==> config.mk <==
export PLATFORM = sky130hd
export DESIGN_NAME = mem_arbiter_flat
export DESIGN_NICKNAME = d
export VERILOG_FILES = /design/src/rtl/mem_arb_pkg.sv /design/src/rtl/mem_arbiter_if.sv /design/src/rtl/rr_arb2.sv /design/src/rtl/mem_arbiter.sv /design/src/flat_wrapper.sv
export SDC_FILE = /design/constraint.sdc
export NUM_CORES = 1
export LEC_CHECK = 0
export CORE_AREA = 2 2 176 178
export DETAILED_ROUTE_END_ITERATION = 8
export DIE_AREA = 0 0 178 180
export PLACE_DENSITY = 0.35
export SLEW_MARGIN = 30
export SYNTH_ARGS = -nofsm -noshare
export SYNTH_HDL_FRONTEND = slang
export SYNTH_SLANG_ARGS = --single-unit
==> constraint.sdc <==
create_clock -name clock -period 4.74 [get_ports clock]
set_clock_uncertainty 0.05 [all_clocks]
set_input_delay 1.422 -clock clock [delete_from_list [all_inputs] [get_ports clock]]
set_output_delay 1.422 -clock clock [all_outputs]
set_load 0.02 [all_outputs]
==> src/rtl/mem_arb_pkg.sv <==
// Shared types for the IFU/LSU memory arbiter: FSM state encoding,
// owner encoding and the request/grant bit positions used by rr_arb2.
package mem_arb_pkg;

  typedef enum logic [1:0] {
    ST_IDLE    = 2'd0,
    ST_RD_WAIT = 2'd1,
    ST_WR_ACK  = 2'd2
  } arb_state_e;

  typedef enum logic {
    OWN_IFU = 1'b0,
    OWN_LSU = 1'b1
  } owner_e;

  // Bit positions of each requester in the 2-bit req/gnt vectors
  localparam int IDX_IFU = 0;
  localparam int IDX_LSU = 1;

  // Width of a counter that must hold 0..timeout (at least one bit)
  function automatic int cnt_width(input int timeout);
    return (timeout < 2) ? 1 : $clog2(timeout + 1);
  endfunction

endpackage

==> src/rtl/mem_arbiter_if.sv <==
// Bus bundle between the two requesters (IFU, LSU), the arbiter and memory.
//
// Handshake: a requester raises *_req with its payload and holds both stable
// until it sees a one-cycle *_gnt pulse; the grant cycle is the only cycle
// the arbiter samples the payload. Read data comes back as a one-cycle
// *_rvalid pulse (rerr=1 marks a timeout with rdata=0); a write completes
// with a one-cycle ioLsu_wdone pulse. Towards memory, ioMem_ren/ioMem_wen
// are single-cycle commands and ioMem_rvalid is a single-cycle response;
// memory has no back-pressure.
interface mem_arbiter_if #(
  parameter int ADDR_W = 32,
  parameter int DATA_W = 64
);
  localparam int MASK_W = DATA_W / 8;

  // IFU (read-only requester)
  logic              ioIfu_req;
  logic [ADDR_W-1:0] ioIfu_addr;
  logic              ioIfu_gnt;
  logic              ioIfu_rvalid;
  logic [DATA_W-1:0] ioIfu_rdata;
  logic              ioIfu_rerr;

  // LSU (read/write requester)
  logic              ioLsu_req;
  logic              ioLsu_wen;
  logic [ADDR_W-1:0] ioLsu_addr;
  logic [DATA_W-1:0] ioLsu_wdata;
  logic [MASK_W-1:0] ioLsu_wmask;
  logic              ioLsu_gnt;
  logic              ioLsu_rvalid;
  logic [DATA_W-1:0] ioLsu_rdata;
  logic              ioLsu_rerr;
  logic              ioLsu_wdone;

  // Memory side
  logic              ioMem_ren;
  logic              ioMem_wen;
  logic [ADDR_W-1:0] ioMem_addr;
  logic [DATA_W-1:0] ioMem_wData;
  logic [MASK_W-1:0] ioMem_wMask;
  logic              ioMem_rvalid;
  logic [DATA_W-1:0] ioMem_rData;

  // Arbiter view
  modport slave (
    input  ioIfu_req, ioIfu_addr,
    output ioIfu_gnt, ioIfu_rvalid, ioIfu_rdata, ioIfu_rerr,
    input  ioLsu_req, ioLsu_wen, ioLsu_addr, ioLsu_wdata, ioLsu_wmask,
    output ioLsu_gnt, ioLsu_rvalid, ioLsu_rdata, ioLsu_rerr, ioLsu_wdone,
    output ioMem_ren, ioMem_wen, ioMem_addr, ioMem_wData, ioMem_wMask,
    input  ioMem_rvalid, ioMem_rData
  );

  // Environment view: requesters plus memory
  modport master (
    output ioIfu_req, ioIfu_addr,
    input  ioIfu_gnt, ioIfu_rvalid, ioIfu_rdata, ioIfu_rerr,
    output ioLsu_req, ioLsu_wen, ioLsu_addr, ioLsu_wdata, ioLsu_wmask,
    input  ioLsu_gnt, ioLsu_rvalid, ioLsu_rdata, ioLsu_rerr, ioLsu_wdone,
    input  ioMem_ren, ioMem_wen, ioMem_addr, ioMem_wData, ioMem_wMask,
    output ioMem_rvalid, ioMem_rData
  );

endinterface

==> src/rtl/rr_arb2.sv <==
// Two-way round-robin picker: a lone request wins outright; on a tie the
// requester that did not own the previous transaction wins.
module rr_arb2
  import mem_arb_pkg::*;
(
  input  logic [1:0] req,
  input  owner_e     last_owner,
  output logic [1:0] gnt
);

  // One-hot grant selection
  always_comb begin
    gnt = 2'b00;
    if (req[IDX_IFU] && req[IDX_LSU]) begin
      if (last_owner == OWN_LSU) begin
        gnt[IDX_IFU] = 1'b1;
      end else begin
        gnt[IDX_LSU] = 1'b1;
      end
    end else begin
      gnt = req;
    end
  end

endmodule

==> src/rtl/mem_arbiter.sv <==
// Arbitrates IFU and LSU onto a single memory port with one transaction
// outstanding. Reads wait for ioMem_rvalid up to TIMEOUT cycles, then
// complete with rerr=1 and zero data. dbg_state exposes the FSM state.
module mem_arbiter
  import mem_arb_pkg::*;
#(
  parameter int ADDR_W  = 32,
  parameter int DATA_W  = 64,
  parameter int TIMEOUT = 255
) (
  input  logic          clock,
  input  logic          reset,
  mem_arbiter_if.slave  bus,
  output arb_state_e    dbg_state
);

  localparam int MASK_W = DATA_W / 8;
  localparam int CNT_W  = cnt_width(TIMEOUT);
  localparam logic [CNT_W-1:0] CNT_MAX = CNT_W'(TIMEOUT);

  arb_state_e        state_q, state_d;
  owner_e            owner_q, owner_d;
  logic [CNT_W-1:0]  cnt_q, cnt_d;

  logic [1:0]        arb_gnt;
  logic              ifu_gnt, lsu_gnt, lsu_wdone;
  logic              mem_ren, mem_wen;
  logic [ADDR_W-1:0] win_addr;
  logic [DATA_W-1:0] win_data;
  logic [MASK_W-1:0] win_mask;
  logic              rd_done, rd_err;
  logic [DATA_W-1:0] rd_data;
  logic              to_ifu, to_lsu;

  rr_arb2 u_rr_arb2 (
    .req        ({bus.ioLsu_req, bus.ioIfu_req}),
    .last_owner (owner_q),
    .gnt        (arb_gnt)
  );

  // State, owner (doubles as the round-robin last owner) and timeout counter
  always_ff @(posedge clock or negedge reset) begin
    if (!reset) begin
      state_q <= ST_IDLE;
      owner_q <= OWN_LSU;
      cnt_q   <= '0;
    end else begin
      state_q <= state_d;
      owner_q <= owner_d;
      cnt_q   <= cnt_d;
    end
  end

  // Next-state and command decode; everything held at zero while in reset
  always_comb begin
    state_d   = state_q;
    owner_d   = owner_q;
    cnt_d     = cnt_q;
    ifu_gnt   = 1'b0;
    lsu_gnt   = 1'b0;
    lsu_wdone = 1'b0;
    mem_ren   = 1'b0;
    mem_wen   = 1'b0;
    win_addr  = '0;
    win_data  = '0;
    win_mask  = '0;
    rd_done   = 1'b0;
    rd_err    = 1'b0;
    rd_data   = '0;
    if (reset) begin
      unique case (state_q)
        ST_IDLE: begin
          if (arb_gnt[IDX_IFU]) begin
            ifu_gnt  = 1'b1;
            owner_d  = OWN_IFU;
            win_addr = bus.ioIfu_addr;
            mem_ren  = 1'b1;
            cnt_d    = '0;
            state_d  = ST_RD_WAIT;
          end else if (arb_gnt[IDX_LSU]) begin
            lsu_gnt  = 1'b1;
            owner_d  = OWN_LSU;
            win_addr = bus.ioLsu_addr;
            if (bus.ioLsu_wen) begin
              mem_wen  = 1'b1;
              win_data = bus.ioLsu_wdata;
              win_mask = bus.ioLsu_wmask;
              state_d  = ST_WR_ACK;
            end else begin
              mem_ren = 1'b1;
              cnt_d   = '0;
              state_d = ST_RD_WAIT;
            end
          end
        end
        ST_RD_WAIT: begin
          if (bus.ioMem_rvalid) begin
            rd_done = 1'b1;
            rd_data = bus.ioMem_rData;
            cnt_d   = '0;
            state_d = ST_IDLE;
          end else if (cnt_q == CNT_MAX) begin
            rd_done = 1'b1;
            rd_err  = 1'b1;
            cnt_d   = '0;
            state_d = ST_IDLE;
          end else begin
            cnt_d = cnt_q + CNT_W'(1);
          end
        end
        ST_WR_ACK: begin
          lsu_wdone = 1'b1;
          state_d   = ST_IDLE;
        end
        default: begin
          state_d = ST_IDLE;
        end
      endcase
    end
  end

  // Read completion is steered to the current owner only
  assign to_ifu = rd_done && (owner_q == OWN_IFU);
  assign to_lsu = rd_done && (owner_q == OWN_LSU);

  assign bus.ioIfu_gnt    = ifu_gnt;
  assign bus.ioIfu_rvalid = to_ifu;
  assign bus.ioIfu_rdata  = to_ifu ? rd_data : '0;
  assign bus.ioIfu_rerr   = to_ifu && rd_err;

  assign bus.ioLsu_gnt    = lsu_gnt;
  assign bus.ioLsu_rvalid = to_lsu;
  assign bus.ioLsu_rdata  = to_lsu ? rd_data : '0;
  assign bus.ioLsu_rerr   = to_lsu && rd_err;
  assign bus.ioLsu_wdone  = lsu_wdone;

  assign bus.ioMem_ren    = mem_ren;
  assign bus.ioMem_wen    = mem_wen;
  assign bus.ioMem_addr   = win_addr;
  assign bus.ioMem_wData  = win_data;
  assign bus.ioMem_wMask  = win_mask;

  assign dbg_state = state_q;

endmodule

==> src/flat_wrapper.sv <==
// flat-port wrapper written by rule: the top's interface ports become plain ports
module mem_arbiter_flat import mem_arb_pkg::*;
#(
  parameter int ADDR_W  = 32,
  parameter int DATA_W  = 64,
  parameter int TIMEOUT = 255
)
  (clock, reset, dbg_state, bus_ioIfu_req, bus_ioIfu_addr, bus_ioIfu_gnt, bus_ioIfu_rvalid, bus_ioIfu_rdata, bus_ioIfu_rerr, bus_ioLsu_req, bus_ioLsu_wen, bus_ioLsu_addr, bus_ioLsu_wdata, bus_ioLsu_wmask, bus_ioLsu_gnt, bus_ioLsu_rvalid, bus_ioLsu_rdata, bus_ioLsu_rerr, bus_ioLsu_wdone, bus_ioMem_ren, bus_ioMem_wen, bus_ioMem_addr, bus_ioMem_wData, bus_ioMem_wMask, bus_ioMem_rvalid, bus_ioMem_rData);
  mem_arbiter_if #(.ADDR_W(ADDR_W), .DATA_W(DATA_W)) bus_i ();
  input  logic clock;
  input  logic reset;
  output arb_state_e dbg_state;
  input wire logic [$bits(bus_i.ioIfu_req)-1:0] bus_ioIfu_req;
  input wire logic [$bits(bus_i.ioIfu_addr)-1:0] bus_ioIfu_addr;
  output wire logic [$bits(bus_i.ioIfu_gnt)-1:0] bus_ioIfu_gnt;
  output wire logic [$bits(bus_i.ioIfu_rvalid)-1:0] bus_ioIfu_rvalid;
  output wire logic [$bits(bus_i.ioIfu_rdata)-1:0] bus_ioIfu_rdata;
  output wire logic [$bits(bus_i.ioIfu_rerr)-1:0] bus_ioIfu_rerr;
  input wire logic [$bits(bus_i.ioLsu_req)-1:0] bus_ioLsu_req;
  input wire logic [$bits(bus_i.ioLsu_wen)-1:0] bus_ioLsu_wen;
  input wire logic [$bits(bus_i.ioLsu_addr)-1:0] bus_ioLsu_addr;
  input wire logic [$bits(bus_i.ioLsu_wdata)-1:0] bus_ioLsu_wdata;
  input wire logic [$bits(bus_i.ioLsu_wmask)-1:0] bus_ioLsu_wmask;
  output wire logic [$bits(bus_i.ioLsu_gnt)-1:0] bus_ioLsu_gnt;
  output wire logic [$bits(bus_i.ioLsu_rvalid)-1:0] bus_ioLsu_rvalid;
  output wire logic [$bits(bus_i.ioLsu_rdata)-1:0] bus_ioLsu_rdata;
  output wire logic [$bits(bus_i.ioLsu_rerr)-1:0] bus_ioLsu_rerr;
  output wire logic [$bits(bus_i.ioLsu_wdone)-1:0] bus_ioLsu_wdone;
  output wire logic [$bits(bus_i.ioMem_ren)-1:0] bus_ioMem_ren;
  output wire logic [$bits(bus_i.ioMem_wen)-1:0] bus_ioMem_wen;
  output wire logic [$bits(bus_i.ioMem_addr)-1:0] bus_ioMem_addr;
  output wire logic [$bits(bus_i.ioMem_wData)-1:0] bus_ioMem_wData;
  output wire logic [$bits(bus_i.ioMem_wMask)-1:0] bus_ioMem_wMask;
  input wire logic [$bits(bus_i.ioMem_rvalid)-1:0] bus_ioMem_rvalid;
  input wire logic [$bits(bus_i.ioMem_rData)-1:0] bus_ioMem_rData;
  assign bus_i.ioIfu_req = bus_ioIfu_req;
  assign bus_i.ioIfu_addr = bus_ioIfu_addr;
  assign bus_ioIfu_gnt = bus_i.ioIfu_gnt;
  assign bus_ioIfu_rvalid = bus_i.ioIfu_rvalid;
  assign bus_ioIfu_rdata = bus_i.ioIfu_rdata;
  assign bus_ioIfu_rerr = bus_i.ioIfu_rerr;
  assign bus_i.ioLsu_req = bus_ioLsu_req;
  assign bus_i.ioLsu_wen = bus_ioLsu_wen;
  assign bus_i.ioLsu_addr = bus_ioLsu_addr;
  assign bus_i.ioLsu_wdata = bus_ioLsu_wdata;
  assign bus_i.ioLsu_wmask = bus_ioLsu_wmask;
  assign bus_ioLsu_gnt = bus_i.ioLsu_gnt;
  assign bus_ioLsu_rvalid = bus_i.ioLsu_rvalid;
  assign bus_ioLsu_rdata = bus_i.ioLsu_rdata;
  assign bus_ioLsu_rerr = bus_i.ioLsu_rerr;
  assign bus_ioLsu_wdone = bus_i.ioLsu_wdone;
  assign bus_ioMem_ren = bus_i.ioMem_ren;
  assign bus_ioMem_wen = bus_i.ioMem_wen;
  assign bus_ioMem_addr = bus_i.ioMem_addr;
  assign bus_ioMem_wData = bus_i.ioMem_wData;
  assign bus_ioMem_wMask = bus_i.ioMem_wMask;
  assign bus_i.ioMem_rvalid = bus_ioMem_rvalid;
  assign bus_i.ioMem_rData = bus_ioMem_rData;
  mem_arbiter #(.ADDR_W(ADDR_W), .DATA_W(DATA_W), .TIMEOUT(TIMEOUT)) u_core (.clock(clock), .reset(reset), .bus(bus_i), .dbg_state(dbg_state));
endmodule
==> results of run 1 <==
[sequential cells by signal, indices dropped and copies added (netlist names)]
name and count:
u_core.owner_q 1, u_core.dbg_state 2, u_core.cnt_q 8
[logic make-up after synthesis]
family	Yosys count	share of synthesized area, %
AO/OA/AOI/OAI	54	19.4
adder cells (fa/ha/maj)	1	0.522
buffers and inverters	51	10.2
flip-flops	11	11.5
multiplexers	1	0.469
AND/OR/NAND/NOR	302	57.9
[how the worst max path moves through the flow]
stage	start	end	slack [ns]	depth (start not counted)
3_3_place_gp	reset	bus_ioMem_wData[38]	-0.37	7
5_1_grt	reset	bus_ioLsu_rdata[31]	0.005	8
2_1_floorplan	reset	bus_ioMem_addr[23]	0.61	5
4_1_cts	bus_ioLsu_req	bus_ioMem_addr[29]	0.001	9
6_report	bus_ioMem_rvalid	bus_ioLsu_rdata[34]	0.07	7
3_5_place_dp	reset	bus_ioMem_wData[3]	-0.38	7
[cell type report]
type,count,area [um^2],share of cell area (%)
Inverter,6,22.5,0.299
Timing Repair Buffer,506,4740,62.8
Clock inverter,1,5.00,0.0663
Sequential cell,11,277,3.67
Clock buffer,3,75.1,0.995
Multi-Input combinational cell,358,1920,25.5
Tap cell,396,495,6.57
Antenna cell,2,5.00,0.0663
[per-stage QoR]
| step | hold slack, ns | setup WS (ns) | utilization, % |
|---|---|---|---|
| floorplan | 0.407 | 0.607 | - |
| global placement | 0.445 | -0.371 | 25.5 |
| detailed placement | 0.441 | -0.379 | 25.5 |
| CTS | 0.448 | 0.00105 | 25.3 |
| global route | 0.505 | 0.00484 | 25.0 |
| finish | 0.445 | 0.0731 | 25.0 |
[worst max-delay path, cell delays in order]
cell and delay, ns:
clkdlybuf4s50_1 0.48, and3_2 0.20, buf_12 0.17, buf_12 0.14, nand2_1 0.06, nor2_1 0.10, clkdlybuf4s50_1 0.61
[where the power goes]
part / total (uW) / internal (uW) / switching (uW)
Combinational: 792 / 411 / 381
Clock: 155 / 112 / 42.8
Sequential: 142 / 109 / 32.8
Total: 1090 / 632 / 457
[cell usage in the layout (no fill, tap or decap), types with 2 or more instances in the layout]
| cell | synthesis | layout |
|---|---|---|
| a221o_1 | 2 | 2 |
| a22o_1 | 33 | 33 |
| and3_1 | 76 | 75 |
| buf_12 | 0 | 14 |
| buf_4 | 0 | 72 |
| clkbuf_16 | 0 | 3 |
| clkbuf_2 | 0 | 32 |
| clkdlybuf4s15_1 | 0 | 6 |
| clkdlybuf4s15_2 | 0 | 3 |
| clkdlybuf4s50_1 | 0 | 225 |
| dfrtp_1 | 10 | 10 |
| diode_2 | 0 | 2 |
| dlygate4sd2_1 | 0 | 140 |
| dlymetal6s2s_1 | 0 | 12 |
| inv_1 | 6 | 6 |
| nand2_1 | 69 | 69 |
| nand2b_1 | 4 | 4 |
| nand3_1 | 3 | 3 |
| nand4_1 | 2 | 2 |
| nor2_1 | 136 | 136 |
| nor2b_1 | 2 | 2 |
| nor3b_1 | 3 | 2 |
| o2111ai_4 | 0 | 2 |
| o21ai_0 | 5 | 5 |
| o31ai_1 | 2 | 2 |
| or2_2 | 2 | 2 |
[layer usage]
layer	vias to the layer above	GRT usage, %	wire length, um
li1	2347	-	-
met1	2154	13.0	7810
met2	282	27.8	12800
met3	20	4.06	2370
met4	2	2.89	456
met5	-	0	16
[repair_timing]
action / CTS / global route
buffers inserted: 5 / 0
gates cloned: 1 / 0
resized for setup: 198 / 77
pin swaps: 1 / 0
endpoints found under the setup margin: 211 / 52
==> impl_metrics.toml, run 1 <==
[yosys]
synth_edf_count = 0
synth_warnings = 0
synth-main-ff-cell = "dfrtp_1"
synth_cells = 420
ys_top_cells_by_count = "136 x nor2_1, 76 x and3_1, 69 x nand2_1, 33 x a22o_1, 22 x clkbuf_1"
seq_area_frac_synth_pct = 11.5
yosys.area.top_type = "nor2_1"
synth_area_leaders = "nor2_1 21%, and3_1 20%, a22o_1 12%, nand2_1 11%, dfrtp_1 10%"
netlist.area_leader.share_pct = 21.3
yosysMostFrequentCell = "nor2_1"
ys_types = 38
ys_ff_latch = 11
synthArstFlopShare_pct = 100
syn_area_per_cell_um2 = 5.71
synth_nets = 627
syn_area_mm2 = 0.00240

[floorplan]
row_count = 64
ios = 449
fp.coreArea_mm2 = 0.0302
die_h_um = 180
die_area_mm2 = 0.0320
start_util_pct = 7.95
die_w_um = 178

[worst_hold_path]
hold_end = "u_core.cnt_q[6]"
hold_class = "reg -> reg"
hold_start = "u_core.cnt_q[6]"
hold_path_depth = 1

[setup_path]
r2r-end = "u_core.cnt_q[0]"
r2r_slack_ns = 2.56
critPathKind = "in -> out"
cp_data_arrival_time_ns = 3.19
r2r_start = "u_core.dbg_state[0]"
worstPathRequired_ns = 3.27
start_kind = "input pin"
crit_path_max_fanout = 18
critPathCaptureType = "output port"
reg2reg_depth = 3

[global_route]
antenna_found_initial = 3
grt_use_total_pct = 13.6
grt_overflow_total = 0
grt_pass1_vias = 4913
grt_start_max_net_pins = 50
grt_pass1_wl_um = 32600

[detailed_routing]
vias = 4805
first_iter_violations = 134
routed_via_density = 3.75
ant_nets = 0
wire_per_inst_um = 18.3
firstDrtPassIters = 4
totalWireLength_um = 23500
drc = 0

[timing]
fin_crit_sh_pct = 98.5
slew_violations = 0
period_needed_ns = 4.67
finalSetupViolCount = 0
worst_pin_slew_ns = 0.643
final.setup.tns_ns = 0
max-slew-margin-rel_pct = 57.1
hold_viol = 0
clock.fmax_mhz = 214
rsz0062_at_grt = "false"

[placement]
dp_hpwl_um = 20700
gp_congestion = 0.784
placed_area_mm2 = 0.00769
port_buffers = 448
dp_cells = 1271

[cts]
clk_latency_ns = 0.24
ctsRootBufferMaster = "clkbuf_16"
ctsLongestPathBuffers = 2
cts_buffers = 3
cts_tree = "yes"
clkTransAtPathRegs_ns = 0.05
h-tree-depth = 1
cts_sinks = 11
cts_hold_buf = 0

[power]
p_leak_uw = 0.00398
total_power_uw = 1090
power_per_cell_area_mw_per_mm2 = 144
vdd_ir_drop_max_mv = 0.0842

[final_layout]
fill_cells = 3394
drive_gt1_share_pct = 15.8
final_cell_count_no_fill = 1283
final_nets = 1093
syn2layout_area_growth_pct = 215
final_area_mm2 = 0.00754

[status]
status = "finished, final reports clean"

[job]
drv_cap = 0
Note: power is estimated with default switching activity, not from simulation.
==> inputs of run 2 (changes only) <==
--- a/config.mk
+++ b/config.mk
@@ -6,6 +6,7 @@
 export NUM_CORES = 1
 export LEC_CHECK = 0
 export CORE_AREA = 2 2 176 178
+export CTS_CLUSTER_DIAMETER = 80
 export DETAILED_ROUTE_END_ITERATION = 8
 export DIE_AREA = 0 0 178 180
 export PLACE_DENSITY = 0.35
==> results of run 2 <==
The final DEF is identical to that of run 1; final timing and power are the same.
